## src/rtl/dispatch_pkg.sv

```systemverilog
// Shared definitions for the parametrised dispatch unit: control codes,
// instruction classes and the layout of the flat reservation-station entry space.
package dispatch_pkg;

    localparam logic [1:0] CTRL_BUBBLE = 2'b00;
    localparam logic [1:0] CTRL_CX     = 2'b01;
    localparam logic [1:0] CTRL_FP     = 2'b10;
    localparam logic [1:0] CTRL_SP     = 2'b11;

    typedef enum logic [1:0] {
        CLS_NONE = 2'b00,
        CLS_CX   = 2'b01,
        CLS_FP   = 2'b10,
        CLS_SP   = 2'b11
    } rs_class_e;

    function automatic rs_class_e ctrl_class(input logic [1:0] ctrl);
        rs_class_e cls;
        case (ctrl)
            CTRL_CX: cls = CLS_CX;
            CTRL_FP: cls = CLS_FP;
            CTRL_SP: cls = CLS_SP;
            default: cls = CLS_NONE;
        endcase
        return cls;
    endfunction

    // Entry space is laid out complex, then simple, then FP.
    function automatic int cx_base();
        return 0;
    endfunction

    function automatic int sp_base(input int n_cx);
        return n_cx;
    endfunction

    function automatic int fp_base(input int n_cx, input int n_sp);
        return n_cx + n_sp;
    endfunction

    function automatic int entry_w(input int nt);
        return (nt > 1) ? $clog2(nt) : 1;
    endfunction

endpackage

```

## src/rtl/rs_pick.sv

```systemverilog
// Combinational free-entry picker: returns the preferred available RS entry
// for one instruction class within the flat entry space.
module rs_pick
    import dispatch_pkg::*;
#(
    parameter int  N_CX = 2,
    parameter int  N_SP = 2,
    parameter int  N_FP = 2,
    localparam int NT   = N_CX + N_SP + N_FP,
    localparam int EW   = entry_w(NT)
) (
    input  logic [1:0]    control,
    input  logic [NT-1:0] avail,
    output logic          found,
    output logic [EW-1:0] idx,
    output logic [NT-1:0] onehot
);

    localparam int CX_B = cx_base();
    localparam int SP_B = sp_base(N_CX);
    localparam int FP_B = fp_base(N_CX, N_SP);
    localparam logic [NT-1:0] ONE = {{(NT-1){1'b0}}, 1'b1};

    rs_class_e     cls_s;
    logic          cx_hit_s;
    logic          sp_hit_s;
    logic          fp_hit_s;
    logic [EW-1:0] cx_idx_s;
    logic [EW-1:0] sp_idx_s;
    logic [EW-1:0] fp_idx_s;

    // Per-class scans; ascending order with override leaves the highest free entry.
    always_comb begin
        cx_hit_s = 1'b0;
        cx_idx_s = '0;
        sp_hit_s = 1'b0;
        sp_idx_s = '0;
        fp_hit_s = 1'b0;
        fp_idx_s = '0;
        for (int i = 0; i < N_CX; i++) begin
            cx_idx_s = avail[CX_B + i] ? EW'(CX_B + i) : cx_idx_s;
            cx_hit_s = cx_hit_s | avail[CX_B + i];
        end
        for (int i = 0; i < N_SP; i++) begin
            sp_idx_s = avail[SP_B + i] ? EW'(SP_B + i) : sp_idx_s;
            sp_hit_s = sp_hit_s | avail[SP_B + i];
        end
        for (int i = 0; i < N_FP; i++) begin
            fp_idx_s = avail[FP_B + i] ? EW'(FP_B + i) : fp_idx_s;
            fp_hit_s = fp_hit_s | avail[FP_B + i];
        end
    end

    // Class selection; simple instructions fall back to complex entries.
    always_comb begin
        cls_s = ctrl_class(control);
        case (cls_s)
            CLS_CX: begin
                found = cx_hit_s;
                idx   = cx_idx_s;
            end
            CLS_SP: begin
                found = sp_hit_s | cx_hit_s;
                idx   = sp_hit_s ? sp_idx_s : cx_idx_s;
            end
            CLS_FP: begin
                found = fp_hit_s;
                idx   = fp_idx_s;
            end
            default: begin
                found = 1'b0;
                idx   = '0;
            end
        endcase
        onehot = found ? (ONE << idx) : '0;
    end

endmodule

```

## src/rtl/dispatch_unit_param.sv

```systemverilog
// Registered 2-wide in-order dispatcher: holds two decoded instructions and
// writes each into a free reservation-station entry one cycle later.
module dispatch_unit_param
    import dispatch_pkg::*;
#(
    parameter int  INST_W = 78,
    parameter int  N_CX   = 2,
    parameter int  N_SP   = 2,
    parameter int  N_FP   = 2,
    localparam int NT     = N_CX + N_SP + N_FP,
    localparam int EW     = entry_w(NT)
) (
    input  logic              clk,
    input  logic              reset,
    input  logic              flush,
    input  logic              in_valid_a,
    input  logic [INST_W-1:0] in_inst_a,
    input  logic              in_valid_b,
    input  logic [INST_W-1:0] in_inst_b,
    output logic              in_ready,
    input  logic [NT-1:0]     rs_empty,
    output logic              out_a_valid,
    output logic [EW-1:0]     out_a_entry,
    output logic [INST_W-3:0] out_a_data,
    output logic              out_b_valid,
    output logic [EW-1:0]     out_b_entry,
    output logic [INST_W-3:0] out_b_data,
    output logic              stall_a,
    output logic              stall_b,
    output logic [15:0]       stall_cnt
);

    localparam int PW = INST_W - 2;

    logic              h0_valid_r;
    logic              h1_valid_r;
    logic [INST_W-1:0] h0_inst_r;
    logic [INST_W-1:0] h1_inst_r;
    logic [NT-1:0]     pend_r;
    logic              out_a_valid_r;
    logic [EW-1:0]     out_a_entry_r;
    logic [PW-1:0]     out_a_data_r;
    logic              out_b_valid_r;
    logic [EW-1:0]     out_b_entry_r;
    logic [PW-1:0]     out_b_data_r;
    logic              stall_a_r;
    logic              stall_b_r;
    logic [15:0]       stall_cnt_r;

    logic [NT-1:0]     avail0_s;
    logic [NT-1:0]     avail1_s;
    logic [NT-1:0]     oh0_s;
    logic [NT-1:0]     oh1_s;
    logic [NT-1:0]     pend_n_s;
    logic              found0_s;
    logic              found1_s;
    logic [EW-1:0]     idx0_s;
    logic [EW-1:0]     idx1_s;
    logic              h0_bub_s;
    logic              h1_bub_s;
    logic              h0_done_s;
    logic              h1_done_s;
    logic              h0_grant_s;
    logic              h1_grant_s;
    logic              stall_a_s;
    logic              stall_b_s;
    logic              h0_valid_n_s;
    logic              h1_valid_n_s;
    logic [INST_W-1:0] h0_inst_n_s;
    logic [INST_W-1:0] h1_inst_n_s;

    // Entries granted last cycle are still flagged empty by the RS, so mask them.
    assign avail0_s = rs_empty & ~pend_r;
    assign avail1_s = avail0_s & ~oh0_s;

    rs_pick #(.N_CX(N_CX), .N_SP(N_SP), .N_FP(N_FP)) u_pick_h0 (
        .control (h0_inst_r[1:0]),
        .avail   (avail0_s),
        .found   (found0_s),
        .idx     (idx0_s),
        .onehot  (oh0_s)
    );

    rs_pick #(.N_CX(N_CX), .N_SP(N_SP), .N_FP(N_FP)) u_pick_h1 (
        .control (h1_inst_r[1:0]),
        .avail   (avail1_s),
        .found   (found1_s),
        .idx     (idx1_s),
        .onehot  (oh1_s)
    );

    // Per-slot outcome; H1 may only go once H0 has gone or is empty.
    always_comb begin
        h0_bub_s   = (h0_inst_r[1:0] == CTRL_BUBBLE);
        h1_bub_s   = (h1_inst_r[1:0] == CTRL_BUBBLE);
        h0_grant_s = h0_valid_r & ~h0_bub_s & found0_s;
        h0_done_s  = ~h0_valid_r | h0_bub_s | found0_s;
        h1_grant_s = h1_valid_r & h0_done_s & ~h1_bub_s & found1_s;
        h1_done_s  = ~h1_valid_r | (h0_done_s & (h1_bub_s | found1_s));
        stall_a_s  = ~h0_done_s;
        stall_b_s  = h1_valid_r & ~h1_bub_s & ~h1_done_s;
        in_ready   = ~reset & ~flush & h0_done_s & h1_done_s;
        pend_n_s   = (h0_grant_s ? oh0_s : {NT{1'b0}}) | (h1_grant_s ? oh1_s : {NT{1'b0}});
    end

    // Residual handling and compaction of the incoming decode pair.
    always_comb begin
        h0_valid_n_s = h0_valid_r;
        h0_inst_n_s  = h0_inst_r;
        h1_valid_n_s = h1_valid_r;
        h1_inst_n_s  = h1_inst_r;
        if (!h0_done_s) begin
            h0_valid_n_s = h0_valid_r;
            h1_valid_n_s = h1_valid_r;
        end else if (!h1_done_s) begin
            h0_valid_n_s = 1'b1;
            h0_inst_n_s  = h1_inst_r;
            h1_valid_n_s = 1'b0;
            h1_inst_n_s  = '0;
        end else if (in_valid_a) begin
            h0_valid_n_s = 1'b1;
            h0_inst_n_s  = in_inst_a;
            h1_valid_n_s = in_valid_b;
            h1_inst_n_s  = in_valid_b ? in_inst_b : {INST_W{1'b0}};
        end else if (in_valid_b) begin
            h0_valid_n_s = 1'b1;
            h0_inst_n_s  = in_inst_b;
            h1_valid_n_s = 1'b0;
            h1_inst_n_s  = '0;
        end else begin
            h0_valid_n_s = 1'b0;
            h0_inst_n_s  = '0;
            h1_valid_n_s = 1'b0;
            h1_inst_n_s  = '0;
        end
    end

    // Hold slots, registered RS write ports, stall flags and pending-grant mask.
    always_ff @(posedge clk) begin
        if (reset || flush) begin
            h0_valid_r    <= 1'b0;
            h0_inst_r     <= '0;
            h1_valid_r    <= 1'b0;
            h1_inst_r     <= '0;
            out_a_valid_r <= 1'b0;
            out_a_entry_r <= '0;
            out_a_data_r  <= '0;
            out_b_valid_r <= 1'b0;
            out_b_entry_r <= '0;
            out_b_data_r  <= '0;
            stall_a_r     <= 1'b0;
            stall_b_r     <= 1'b0;
            pend_r        <= '0;
        end else begin
            h0_valid_r    <= h0_valid_n_s;
            h0_inst_r     <= h0_inst_n_s;
            h1_valid_r    <= h1_valid_n_s;
            h1_inst_r     <= h1_inst_n_s;
            out_a_valid_r <= h0_grant_s;
            out_a_entry_r <= h0_grant_s ? idx0_s : {EW{1'b0}};
            out_a_data_r  <= h0_grant_s ? h0_inst_r[INST_W-1:2] : {PW{1'b0}};
            out_b_valid_r <= h1_grant_s;
            out_b_entry_r <= h1_grant_s ? idx1_s : {EW{1'b0}};
            out_b_data_r  <= h1_grant_s ? h1_inst_r[INST_W-1:2] : {PW{1'b0}};
            stall_a_r     <= stall_a_s;
            stall_b_r     <= stall_b_s;
            pend_r        <= pend_n_s;
        end
    end

    // Stall-cycle counter: survives flush, cleared only by reset, saturates.
    always_ff @(posedge clk) begin
        if (reset) begin
            stall_cnt_r <= 16'h0000;
        end else if (flush) begin
            stall_cnt_r <= stall_cnt_r;
        end else if ((stall_a_s || stall_b_s) && (stall_cnt_r != 16'hFFFF)) begin
            stall_cnt_r <= stall_cnt_r + 16'h0001;
        end else begin
            stall_cnt_r <= stall_cnt_r;
        end
    end

    assign out_a_valid = out_a_valid_r;
    assign out_a_entry = out_a_entry_r;
    assign out_a_data  = out_a_data_r;
    assign out_b_valid = out_b_valid_r;
    assign out_b_entry = out_b_entry_r;
    assign out_b_data  = out_b_data_r;
    assign stall_a     = stall_a_r;
    assign stall_b     = stall_b_r;
    assign stall_cnt   = stall_cnt_r;

endmodule

```

## config.mk

```make
export PLATFORM = sky130hd
export DESIGN_NAME = dispatch_unit_param
export DESIGN_NICKNAME = d
export VERILOG_FILES = /design/src/rtl/dispatch_pkg.sv /design/src/rtl/rs_pick.sv /design/src/rtl/dispatch_unit_param.sv
export SDC_FILE = /design/constraint.sdc
export NUM_CORES = 1
export LEC_CHECK = 0
export CORE_MARGIN = 3
export CORE_UTILIZATION = 40
export CTS_BUF_LIST = sky130_fd_sc_hd__clkbuf_16
export CTS_CLUSTER_DIAMETER = 120
export CTS_CLUSTER_SIZE = 25
export DETAILED_ROUTE_END_ITERATION = 8
export HOLD_SLACK_MARGIN = 0.08
export PLACE_DENSITY = 0.72
export SETUP_SLACK_MARGIN = 0.1
export SYNTH_ARGS = -nofsm -noshare
export SYNTH_HDL_FRONTEND = slang
export SYNTH_SLANG_ARGS = --single-unit
```

## constraint.sdc

```tcl
create_clock -name clk -period 4.3 [get_ports clk]
set_input_delay 0.43 -clock clk [delete_from_list [all_inputs] [get_ports clk]]
set_output_delay 0.43 -clock clk [all_outputs]
set_load 0.01 [all_outputs]
```

# Yosys cells after proc, flatten, opt, wreduce, memory -nomap -nowiden
# Index checks and enable logic that the tools add are counted.
[totals] regBits=342 elab_cells=108
[op_classes] add_sub_neg=1 eq_ne=13 n_shift=2 n_mux=32 bitwise_logic=38 n_reduce_logical=8
[ops] operator="two-way mux 78 bit" count=5
[ops] operator="two-way mux 3 bit" count=8
[ops] operator="two-way mux 6 bit" count=4
[ops] operator="one-hot mux 3 bit (3 select lines)" count=2
[ops] operator="adder 16 x 1 -> 16 bit (second input constant)" count=1
[ops] operator="equality test 2 bit (second input constant)" count=8
[ops] operator="inequality test 16 bit (second input constant)" count=1
[ops] operator="bitwise AND 6 bit" count=2
[ops] operator="NOT 6 bit" count=2
[ops] operator="bitwise OR 1 bit" count=12
[ops] operator="one-hot mux 2 bit (3 select lines)" count=2
[ops] operator="<< shifter 1 x 3 -> 6 bit (first input constant)" count=2
[ops] operator="bitwise AND 1 bit" count=11
[ops] operator="NOT 1 bit" count=10
[ops] operator="equality test 2 x 1 -> 1 bit (second input constant)" count=4
[ops] operator="two-way mux 1 bit" count=7
[ops] operator="bitwise OR 6 bit" count=1
[ops] operator="one-hot mux 1 bit (3 select lines)" count=2
[ops] operator="zero test 2 bit" count=2
[ops] operator="two-way mux 2 bit" count=2
[ops] operator="OR reduction 2 bit" count=2
[ops] operator="logical OR 1 bit" count=2
[ops] operator="AND reduction 2 bit" count=1
[ops] operator="logical AND 1 bit" count=1

# Logic depth before layout (Yosys ltp)
# Gate-level depths: netlist (run 1).
[logic_depth] word_depth=21 depth_mapped=10

# Hierarchy
# From an unflattened synthesis (run 1), not the netlist that was laid out.
[unflattened] hier_cells=1145 area_unflattened_um2=12026.5
[modules_own_cells] mod="dispatch_unit_param" instances=1 cells_per_inst=1107 area_per_inst_um2=11783.8 seq_area_each_um2=6846.6
[modules_own_cells] mod="rs_pick" instances=2 cells_per_inst=19 area_per_inst_um2=121.4 seq_area_each_um2=0.0

# Worst setup path after synthesis (run 1)
# OpenSTA, ideal clock, no wires.
[synth_timing] kind="input port to flip-flop" start="in rs_empty[1]" end="reg stall_cnt_r[7], in the netlist stall_cnt[7]" setup_ps=121 t_arrival_ps=2005 t_required_ps=4179 setup_slack_ps=2174 cell_stages=7 n_path_buf=1 cell_sequence="nor2b_4 -> nor2_1 -> a41o_1 -> a21oi_1 -> buf_6 -> nor4_1 -> mux2_2"
[synth_via] elab_chain_len=19 elab_cells_between_ends=26
[synth_lines] item="start: declaration" line="dispatch_unit_param.sv:21" text="input logic [NT-1:0] rs_empty,"
[synth_lines] item="bitwise AND 6 bit *" line="dispatch_unit_param.sv:73" text="assign avail0_s = rs_empty & ~pend_r;"
[synth_lines] item="two-way mux 1 bit" line="rs_pick.sv:41" text="cx_idx_s = avail[CX_B + i] ? EW'(CX_B + i) : cx_idx_s;"
[synth_lines] item="two-way mux 3 bit" line="rs_pick.sv:64" text="idx = sp_hit_s ? sp_idx_s : cx_idx_s;"
[synth_lines] item="one-hot mux 3 bit (3 select lines)" line="rs_pick.sv:57" text="case (cls_s)"
[synth_lines] item="<< shifter 1 x 3 -> 6 bit" line="rs_pick.sv:75" text="onehot = found ? (ONE << idx) : '0;"
[synth_lines] item="two-way mux 6 bit" line="rs_pick.sv:75"
[synth_lines] item="NOT 6 bit" line="dispatch_unit_param.sv:74" text="assign avail1_s = avail0_s & ~oh0_s;"
[synth_lines] item="bitwise AND 6 bit" line="dispatch_unit_param.sv:74"
[synth_lines] item="(+3 left out)"
[synth_lines] item="bitwise OR 1 bit" line="dispatch_unit_param.sv:99" text="h1_done_s = ~h1_valid_r | (h0_done_s & (h1_bub_s | found1_s));"
[synth_lines] item="bitwise AND 1 bit" line="dispatch_unit_param.sv:99"
[synth_lines] item="bitwise OR 1 bit" line="dispatch_unit_param.sv:99"
[synth_lines] item="NOT 1 bit" line="dispatch_unit_param.sv:101" text="stall_b_s = h1_valid_r & ~h1_bub_s & ~h1_done_s;"
[synth_lines] item="bitwise AND 1 bit" line="dispatch_unit_param.sv:101"
[synth_lines] item="logical OR 1 bit *" line="dispatch_unit_param.sv:177" text="end else if ((stall_a_s || stall_b_s) && (stall_cnt_r != 16'hFFFF)) begin"
[synth_lines] item="logical AND 1 bit *" line="dispatch_unit_param.sv:177"
[synth_lines] item="AND reduction 2 bit (no line) *"
[synth_lines] item="end signal: assignment" line="dispatch_unit_param.sv:176" text="stall_cnt_r <= stall_cnt_r;"
[synth_lines] item="end signal: assignment" line="dispatch_unit_param.sv:178" text="stall_cnt_r <= stall_cnt_r + 16'h0001;"
[synth_lines] item="end signal: assignment" line="dispatch_unit_param.sv:180" text="stall_cnt_r <= stall_cnt_r;"
[synth_lines] item="end: declaration" line="dispatch_unit_param.sv:48" text="logic [15:0] stall_cnt_r;"
# Mark *: on every way between the ends. The rest lies on a longest branch, timed or not.
# A chain may end at the register's enable or synchronous reset.

# Worst setup path in the final report (run 1)
[layout_timing] start="reg h0_inst_r[0]" end="out in_ready"
[layout_via] elab_chain_len=15 elab_cells_between_ends=26
[layout_lines] item="start: declaration" line="dispatch_unit_param.sv:37" text="logic [INST_W-1:0] h0_inst_r;"
[layout_lines] item="start signal: assignment" line="dispatch_unit_param.sv:156" text="h0_inst_r <= h0_inst_n_s;"
[layout_lines] item="equality test 2 bit / equality test 2 x 1 -> 1 bit (equally long branches)" line="dispatch_pkg.sv:19" text="case (ctrl)"
[layout_lines] item="one-hot mux 2 bit (3 select lines)" line="dispatch_pkg.sv:19"
[layout_lines] item="equality test 2 bit / equality test 2 x 1 -> 1 bit (equally long branches)" line="rs_pick.sv:57"
[layout_lines] item="one-hot mux 3 bit (3 select lines)" line="rs_pick.sv:57"
[layout_lines] item="<< shifter 1 x 3 -> 6 bit" line="rs_pick.sv:75"
[layout_lines] item="two-way mux 6 bit" line="rs_pick.sv:75"
[layout_lines] item="NOT 6 bit" line="dispatch_unit_param.sv:74"
[layout_lines] item="bitwise AND 6 bit" line="dispatch_unit_param.sv:74"
[layout_lines] item="bitwise OR 1 bit (on tied branches)" line="rs_pick.sv:46, rs_pick.sv:42"
[layout_lines] item="bitwise OR 1 bit" line="rs_pick.sv:63" text="found = sp_hit_s | cx_hit_s;"
[layout_lines] item="one-hot mux 1 bit (3 select lines)" line="rs_pick.sv:57"
[layout_lines] item="bitwise OR 1 bit" line="dispatch_unit_param.sv:99"
[layout_lines] item="bitwise AND 1 bit" line="dispatch_unit_param.sv:99"
[layout_lines] item="bitwise OR 1 bit" line="dispatch_unit_param.sv:99"
[layout_lines] item="bitwise AND 1 bit *" line="dispatch_unit_param.sv:102" text="in_ready = ~reset & ~flush & h0_done_s & h1_done_s;"
[layout_lines] item="end: declaration" line="dispatch_unit_param.sv:20" text="output logic in_ready,"
# Marks and branches as above.

==> flow_summary.ini, run 1 <==
[run_status]
outcome = finished, final reports clean

[setup_path]
cp-start-kind = flop
critPathKind = flop to output port
worstSetupEndpointType = output port
worst_ep_required_time_ns = 3.87
worstPathArrival_ns = 3.13
crit_path_max_fanout = 41

[synthesis]
syn-num-nets = 1320
async_flop_share = 0
syn_area_sq_mm = 0.0120
netlist-cell-type-count = 67
synth_top_area_share = 0.571
yosys-top-cells-area = dfxtp_1 (57%), and2_1 (7.9%), a22o_1 (5.8%)
synth_seq_area_share = 0.571
synth_edf_count = 0
ys_warn_count = 0
synthMuxAreaShare = 0.00282
ys.flop_type = dfxtp_1
ys_ff_latch = 342
synth_top_cell_by_area = dfxtp_1
netlist_instances = 1152
synth-compound-area-share = 0.209
synthSimpleGateAreaFrac = 0.177
synth_top_family_by_area = compound AO/OA/AOI/OAI gates
synth_fa_ha_area_frac = 0.00104
synthXorXnorAreaFrac = 0.000730
synth_area_per_cell_sq_um = 10.4

[final_layout]
syn2layout_area_growth_pct = 34.4
final_nets = 1604
design_area_sq_mm = 0.0161
n_fill_cell = 2545
multiInputGateArea_sq_mm = 0.00472
layout.area.seq_sq_mm = 0.00685
drive_gt1_frac = 0.0543

[floorplanning]
die_w_um = 179
die_h_um = 179
fp.dieArea_sq_mm = 0.0321
core_area_sq_mm = 0.0291
rows = 62
pin_count = 346
start_util = 0.412

[pwr]
vdd_ir_drop_max_mv = 0.276
p_leak_nw = 6.04
powerDensity_mw_per_mm2 = 328

[grt]
grt_pass1_wl_um = 53000
grt_pass1_vias = 9551
antenna_found_initial = 4
grt_use_total = 0.207
overflow = 0
grt_max_degree = 156

[cts]
postCtsHoldBufs = 0
path_clk_slew_ns = 0.10
cts_buffer_depth = 3
cts.sinks = 342
cts_buffers = 17
cts_resized = 0
clk_latency_ns = 0.51
cts_root_buffer = clkbuf_16
cts_tree = done
htreeDepth = 1
post-cts-setup-buffers = 0

[sta]
worst_pin_slew_ns = 1.02
whs_ns = 0.450
finalCriticalPeriod_ns = 3.56
drv_slew = 0
max-slew-margin-rel = 0.319
rsz0062_at_grt = false
finalHoldViolCount = 0
setup_violations = 0
period_share = 0.828
clock_skew_ns = 0.0236
fmax_mhz = 281
setup_tns_ns = 0

[min_path]
hold_path_class = flop to flop

[drt]
dr_wl_met3_um = 2750
drcViolationCount = 0
detail-route-antenna-nets = 0
drtIter0Drc = 613
routed_wl_um = 35000
wl_met2_um = 16900
wire_per_inst_um = 19.2
detail_route.vias_per_cell = 5.38
drt-pass1-iter-count = 5
routed-via-count = 9794
top_layer = met5
drt-met1-wl_um = 14500

[placed_design]
postPlaceCellArea_sq_mm = 0.0157
gp_congestion = 0.861
hpwl_um = 22800
port_buffers = 345

[run]
max_cap_viol_count = 0
-- placed cells by master (no fill, tap or decap), types with 3 or more instances in the layout --
master | Yosys | layout
nand3_1 | 12 | 12
a22o_1 | 80 | 80
a221oi_1 | 75 | 75
clkbuf_16 | 0 | 17
nor2_1 | 97 | 96
nand4_1 | 3 | 3
a31oi_1 | 3 | 3
or2_2 | 3 | 3
inv_1 | 8 | 8
o21ai_0 | 10 | 10
clkdlybuf4s50_1 | 0 | 344
o32ai_1 | 3 | 3
buf_12 | 0 | 3
or4_1 | 8 | 8
nand2_1 | 91 | 90
dfxtp_1 | 342 | 342
o31ai_1 | 64 | 64
buf_4 | 8 | 12
nand2b_1 | 4 | 4
a21o_1 | 4 | 4
o31ai_2 | 19 | 19
o21ai_1 | 3 | 3
or3_1 | 4 | 4
nor2b_1 | 9 | 8
and2_1 | 152 | 152
a21oi_1 | 15 | 15
-- cell families (layout without fill, tap and decap cells) --
kind of cell | count (synthesis) | after routing
compound gates | 298 | 298
xor+xnor | 1 | 1
fa+ha+maj | 1 | 1
buf+inv | 103 | 387
flops | 342 | 342
mux | 3 | 3
other cells | 0 | 1
simple gates | 404 | 404
-- report_power, final --
part	switching, mW	total (mW)	internal [mW]
clock network	0.972	1.69	0.723
registers	0.0248	3.23	3.21
logic	0.153	0.360	0.207
-- worst paths after layout --
kind	to	slack (ns)	from	cells past startpoint
hold / removal	h0_inst_r[24]$_SDFFE_PP0N_	0.45	h0_inst_r[24]$_SDFFE_PP0N_	2
setup / recovery	in_ready	0.74	h0_inst_r[0]$_SDFFE_PP0N_	6
hold reg to reg	h0_inst_r[24]$_SDFFE_PP0N_	0.45	h0_inst_r[24]$_SDFFE_PP0N_	2
setup reg to reg	out_b_data[54]$_SDFF_PP0_	1.29	h0_inst_r[0]$_SDFFE_PP0N_	8
-- worst max-delay path, stage by stage (launching register included) --
cell             delay [ns]
dfxtp_1                0.67
nand2_1                0.14
a21o_1                 0.28
a41oi_4                0.38
nand2_4                0.36
nor2_1                 0.19
clkdlybuf4s50_1        0.60
-- Yosys cell counts, types with 4 or more instances --
library cell / number
o21ai_0: 10
o31ai_2: 19
buf_4: 8
nor2_1: 97
or4_1: 8
nor2b_1: 9
inv_1: 8
dfxtp_1: 342
o31ai_1: 64
nand2_1: 91
a221oi_1: 75
a21o_1: 4
or3_1: 4
a22o_1: 80
nand2b_1: 4
nand3_1: 12
and2_1: 152
clkbuf_1: 54
buf_2: 26
a21oi_1: 15
-- final cells by class --
type	instances	share of cell area
sequential	342	0.425
multi-input combinational	707	0.293
timing repair buffer	359	0.223
tap	384	0.0298
clock buffer	17	0.0264
inverter	9	0.00210
clock inverter	2	0.00109
antenna	1	0.000155
-- metal layers --
metal | vias up | GRT usage
li1 | 4670 | -
met5 | - | 0
met1 | 4703 | 0.267
met2 | 365 | 0.353
met3 | 50 | 0.0460
met4 | 6 | 0.0532
-- flip-flops by register name (all words and copies together) (netlist names), 3 cells and up --
register and count:
h0_inst_r 78, h1_inst_r 78, out_a_data 76, out_a_entry 3, out_b_data 76, out_b_entry 3
pend_r 6, stall_cnt 16
-- through the flow --
step / power (mW) / utilization / cells / setup WS [ns]
6_report: 5.29 / 0.554 / 1821 / 0.740
2_1_floorplan: 3.44 / - / 1152 / 2.17
3_3_place_gp: 3.66 / 0.539 / 1801 / 1.00
5_1_grt: 5.48 / 0.554 / 1821 / 0.540
3_5_place_dp: 3.66 / 0.539 / 1801 / 1.01
4_1_cts: 5.35 / 0.554 / 1820 / 0.666
(Power assumes the default switching activity.)
==> run 2, diff against run 1 <==
- PLACE_DENSITY: 0.72 -> 0.75
- clock period: 4.3 -> 3 ns (I/O delays scaled with it)
==> run 2 against run 1 <==
Cell count up 0.49%. Flip-flop and latch count unchanged. Worst hold slack worse by 0.13 ns. Global-route usage about the same. Die area unchanged. Non-clock buffer count up 8. Sequential power up 43%. Clock power up 44%. Largest cell class unchanged. Highest routed layer unchanged.
==> flow_summary.ini, run 2 (synthesis gave the netlist of run 1 again) <==
[min_path]
hold_path_class = primary input to flop
hold_start = in_valid_a
min_path_cells = 3
min_to = h0_valid_r$_SDFFE_PP0N_

[drt]
wire_per_inst_um = 19.3
detail_route.vias_per_cell = 5.36
detail-route-antenna-nets = 0
routed_wl_um = 35300
drt-pass1-iter-count = 5
routed-via-count = 9812
drcViolationCount = 0
drtIter0Drc = 735

[run]
max_cap_viol_count = 0

[floorplanning]
pin_count = 346
die_w_um = 179
start_util = 0.412
fp.dieArea_sq_mm = 0.0321
core_area_sq_mm = 0.0291
rows = 62
die_h_um = 179

[pwr]
vdd_ir_drop_max_mv = 0.555
p_int_mw = 5.94
p_seq_frac = 0.609
power.share.clock = 0.321
switching_share = 0.219
powerDensity_mw_per_mm2 = 467
power_frac_comb = 0.070
p_leak_nw = 6.12
netSwitchingPower_mw = 1.67

[setup_path]
cp-start-kind = flop
crit_path_max_fanout = 8
crit_family = flip-flops
r2r_cells = 7
timing.rr.end = stall_cnt[5]$_SDFFE_PP0P_
worstPathArrival_ns = 2.33
worst_ep_required_time_ns = 2.70
critPathKind = flop to output port
crit_path_top_delay_cell = dfxtp_1
crit-reg2reg-launch = h1_inst_r[0]$_SDFFE_PP0N_
slowest_delay_ns = 0.51
critPathBufInv = 2
worstSetupEndpointType = output port
rrSetupSlack_ns = 0.49
crit_chain = inv_1, o211a_1, a22o_1, nor3_4, nor2_2, dlygate4sd2_1

[cts]
cts_tree = done
clk_latency_ns = 0.51
cts_buffer_depth = 3
htreeDepth = 1
path_clk_slew_ns = 0.10
cts.sinks = 342
cts_root_buffer = clkbuf_16
cts_buffers = 17
post-cts-setup-buffers = 0

[placed_design]
hpwl_um = 23400
gp_congestion = 0.892
port_buffers = 345
place_ws_ns = 0.115

[sta]
worst_pin_slew_ns = 0.820
rsz0062_at_grt = false
fmax_mhz = 380
setup_tns_ns = 0
setup_violations = 0
finalCriticalPeriod_ns = 2.63
period_share = 0.877
setup_ws_ns = 0.368
max-slew-margin-rel = 0.452
finalHoldViolCount = 0
drv_slew = 0
clock_skew_ns = 0.0130

[grt]
grt_pass1_vias = 9524
grt_pass1_wl_um = 53000
grt_max_degree = 93
antenna_found_initial = 3
overflow = 0
grt_use_total = 0.207

[run_status]
outcome = finished, final reports clean

[final_layout]
mostFrequentLayoutCells = clkdlybuf4s50_1 (343), dfxtp_1 (341), and2_1 (152), nor2_1 (95), nand2_1 (90)
top_regs = h0_inst_r: 78 flops, h1_inst_r: 78 flops
syn2layout_area_growth_pct = 35.8
n_fill_cell = 2535
mostFrequentLayoutCell = clkdlybuf4s50_1
final_nets = 1612
drive_gt1_frac = 0.0609
run 2: cell count changes in the layout (fill, tap and decap cells not counted), sizes merged:
cell,previous run,this run
dlygate4sd2,0,1
diode,1,2
clkdlybuf4s50,344,343
buf,15,23
run 2: worst max path at each step:
stage	startpoint	end	cells past startpoint
final	h1_inst_r[0]$_SDFFE_PP0N_	in_ready	6
after global placement	rs_empty[3]	in_ready	7
after CTS	h0_inst_r[0]$_SDFFE_PP0N_	in_ready	7
after detailed placement	rs_empty[3]	in_ready	7
after global routing	h0_inst_r[0]$_SDFFE_PP0N_	in_ready	7
after floorplan	rs_empty[1]	stall_cnt[7]$_SDFFE_PP0P_	7
run 2: routing by layer:
metal | global-route usage | share of wire | wire, um | up-vias
met1 | 0.266 | 0.41 | 14600 | 4612
met4 | 0.0847 | 0.038 | 1330 | 4
li1 | - | - | - | 4694
met3 | 0.0436 | 0.082 | 2900 | 78
met2 | 0.340 | 0.47 | 16400 | 424
met5 | 0 | 0.00094 | 33 | -
run 2: tightest hold or removal path: cells and delay by family:
family | cells | cell delay [ns]
AND/OR/NAND/NOR | 1 | 0.14
AO/OA/AOI/OAI | 1 | 0.07
buffers and inverters | 1 | 0.25
run 2: through the flow:
step,utilization,power (mW),hold WS [ns],area (sq um),instances
finish,0.560,7.60,0.321,16300,1830
floorplan,-,4.94,0.417,12000,1152
detailed placement,0.544,5.26,0.431,15800,1809
global placement,0.544,5.25,0.425,15800,1809
CTS,0.560,7.69,0.297,16300,1828
global route,0.560,7.87,0.353,16300,1829
run 2: power groups by stage:
stage | clock network [mW] | logic (mW) | registers [mW]
floorplan | 0 | 0.213 | 4.72
global placement | 0 | 0.518 | 4.73
detailed placement | 0 | 0.525 | 4.74
CTS | 2.53 | 0.528 | 4.63
global route | 2.66 | 0.567 | 4.64
finish | 2.44 | 0.529 | 4.63
run 2: area by class of cell:
type,count,area [sq um],area share
antenna,2,5.00,0.000307
tap,384,480,0.0295
clock inverter,2,17.5,0.00108
multi-input combinational,707,4730,0.290
clock buffer,17,425,0.0261
sequential,342,6850,0.420
inverter,9,33.8,0.00207
timing repair buffer,367,3750,0.230
run 2: what timing repair did:
action / 4_1_cts / 5_1_grt
hold endpoints to repair: 0 / 0
endpoints found under the setup margin: 1 / 0
resized for setup: 3 / 0
hold buffers: 0 / 0
==> run 3, diff against run 2 <==
- CTS_BUF_LIST: sky130_fd_sc_hd__clkbuf_16 -> sky130_fd_sc_hd__clkbuf_8
- SETUP_SLACK_MARGIN: 0.1 -> 0.4
==> run 3 against run 2 <==
Non-clock buffer count up 2. Worst setup slack improved by 0.099 ns. Combinational power about the same. Largest power group unchanged. Core utilization down 0.52 points. First-iteration DRC count decreased by 3.7%. Die area did not move. Cell count barely moved. Total power is 7.4% lower. Largest cell class unchanged.
==> flow_summary.ini, run 3 (synthesis gave the netlist of run 1 again) <==
[setup_path]
critPathKind = flop to output port
timing.rr.end = stall_cnt[5]$_SDFFE_PP0P_
crit_path_max_fanout = 3
worst_ep_required_time_ns = 2.70
worstPathArrival_ns = 2.23
rrSetupSlack_ns = 0.62
crit-reg2reg-launch = h0_inst_r[0]$_SDFFE_PP0N_
r2r_cells = 7
worstSetupEndpointType = output port
cp-start-kind = flop

[pwr]
p_leak_nw = 6.05
total_power_mw = 7.04
vdd_ir_drop_max_mv = 0.405
powerDensity_mw_per_mm2 = 436

[placed_design]
gp_congestion = 0.892
place_ws_ns = 0.115
postPlaceCellArea_sq_mm = 0.0158
port_buffers = 345
hpwl_um = 23400

[drt]
routed-via-count = 9853
detail-route-antenna-nets = 0
detail_route.vias_per_cell = 5.38
drtIter0Drc = 708
drcViolationCount = 0
drt-pass1-iter-count = 5
routed_wl_um = 35300
wire_per_inst_um = 19.3

[final_layout]
mostFrequentLayoutCell = clkdlybuf4s50_1
design_area_sq_mm = 0.0161
post-route-util = 0.555
mostFrequentLayoutCells = clkdlybuf4s50_1 (343), dfxtp_1 (338), and2_1 (152), nor2_1 (94), nand2_1 (90)
syn2layout_area_growth_pct = 34.6
drive_gt1_frac = 0.0664
final_nets = 1614
top_regs = h0_inst_r: 78 flops, h1_inst_r: 78 flops

[grt]
grt_pass1_vias = 9485
grt_pass1_wl_um = 52900
overflow = 0
grt_max_degree = 93
grt_use_total = 0.207
antenna_found_initial = 3

[min_path]
min_to = h0_valid_r$_SDFFE_PP0N_
hold_path_class = primary input to flop
min_path_cells = 3
hold_start = in_valid_a

[floorplanning]
die_w_um = 179
die_h_um = 179
core_area_sq_mm = 0.0291
start_util = 0.412
fp.dieArea_sq_mm = 0.0321
pin_count = 346
rows = 62

[cts]
cts_buffer_depth = 3
cts_buffers = 17
postCtsHoldBufs = 0
cts.sinks = 342
cts_tree = done
clk_latency_ns = 0.57
cts_root_buffer = clkbuf_8
path_clk_slew_ns = 0.15
htreeDepth = 1

[sta]
finalHoldViolCount = 0
clock_skew_ns = 0.0339
max-slew-margin-rel = 0.452
finalCriticalPeriod_ns = 2.53
fmax_mhz = 395
worst_pin_slew_ns = 0.820
period_share = 0.845
setup_violations = 0
rsz0062_at_grt = false
setup_ws_ns = 0.466
drv_slew = 0
setup_tns_ns = 0

[run]
max_cap_viol_count = 0

[run_status]
outcome = finished, final reports clean
[run 3: worst max-delay path by stage]
stage | to | from | cells past startpoint | slack, ns
floorplan | stall_cnt[7]$_SDFFE_PP0P_ | rs_empty[1] | 7 | 1.00
global placement | in_ready | rs_empty[3] | 7 | 0.12
detailed placement | in_ready | rs_empty[3] | 7 | 0.11
CTS | in_ready | pend_r[3]$_SDFF_PP0_ | 6 | 0.42
global route | in_ready | pend_r[0]$_SDFF_PP0_ | 6 | 0.38
finish | in_ready | pend_r[0]$_SDFF_PP0_ | 6 | 0.47
[run 3: area by class of cell]
type,count,area (sq um)
repair buffers,369,3770
diodes,1,2.50
fillers,2549,13000
multi-input cells,707,4740
inverters,9,33.8
clock buffers,17,234
well taps,384,480
clock inverters,2,16.3
flip-flops and latches,342,6860
[run 3: timing repair]
item / CTS / global route
resized for setup: 10 / 4
pin swaps: 2 / 2
setup buffers: 1 / 1
setup endpoints to repair: 1 / 1
[run 3: routing by layer]
layer	vias to the layer above	part of all wire	global-route usage
li1	4692	-	-
met1	4691	0.42	0.266
met2	400	0.47	0.341
met3	66	0.078	0.0432
met4	4	0.034	0.0802
met5	-	0.00094	0
[run 3: worst max-delay path, stage by stage, from the launching register on]
cell and delay [ns]:
dfxtp_1 0.32, nor2b_1 0.22, nand2_1 0.13, a311oi_2 0.45
nor3_4 0.11, nor2_2 0.18, clkdlybuf4s15_1 0.27
[run 3: report_power, final]
group          leakage (nW)  switching, mW  internal (mW)
Combinational          3.15          0.227          0.305
Sequential             2.77         0.0348           4.60
Clock                 0.127           1.34          0.533
Total                  6.05           1.60           5.44
[run 3: metrics by stage]
| step | hold WS, ns | cells |
|---|---|---|
| after global routing | 0.276 | 1831 |
| final | 0.263 | 1831 |
| after global placement | 0.425 | 1809 |
| after floorplan | 0.417 | 1152 |
| after detailed placement | 0.431 | 1809 |
| after CTS | 0.224 | 1829 |
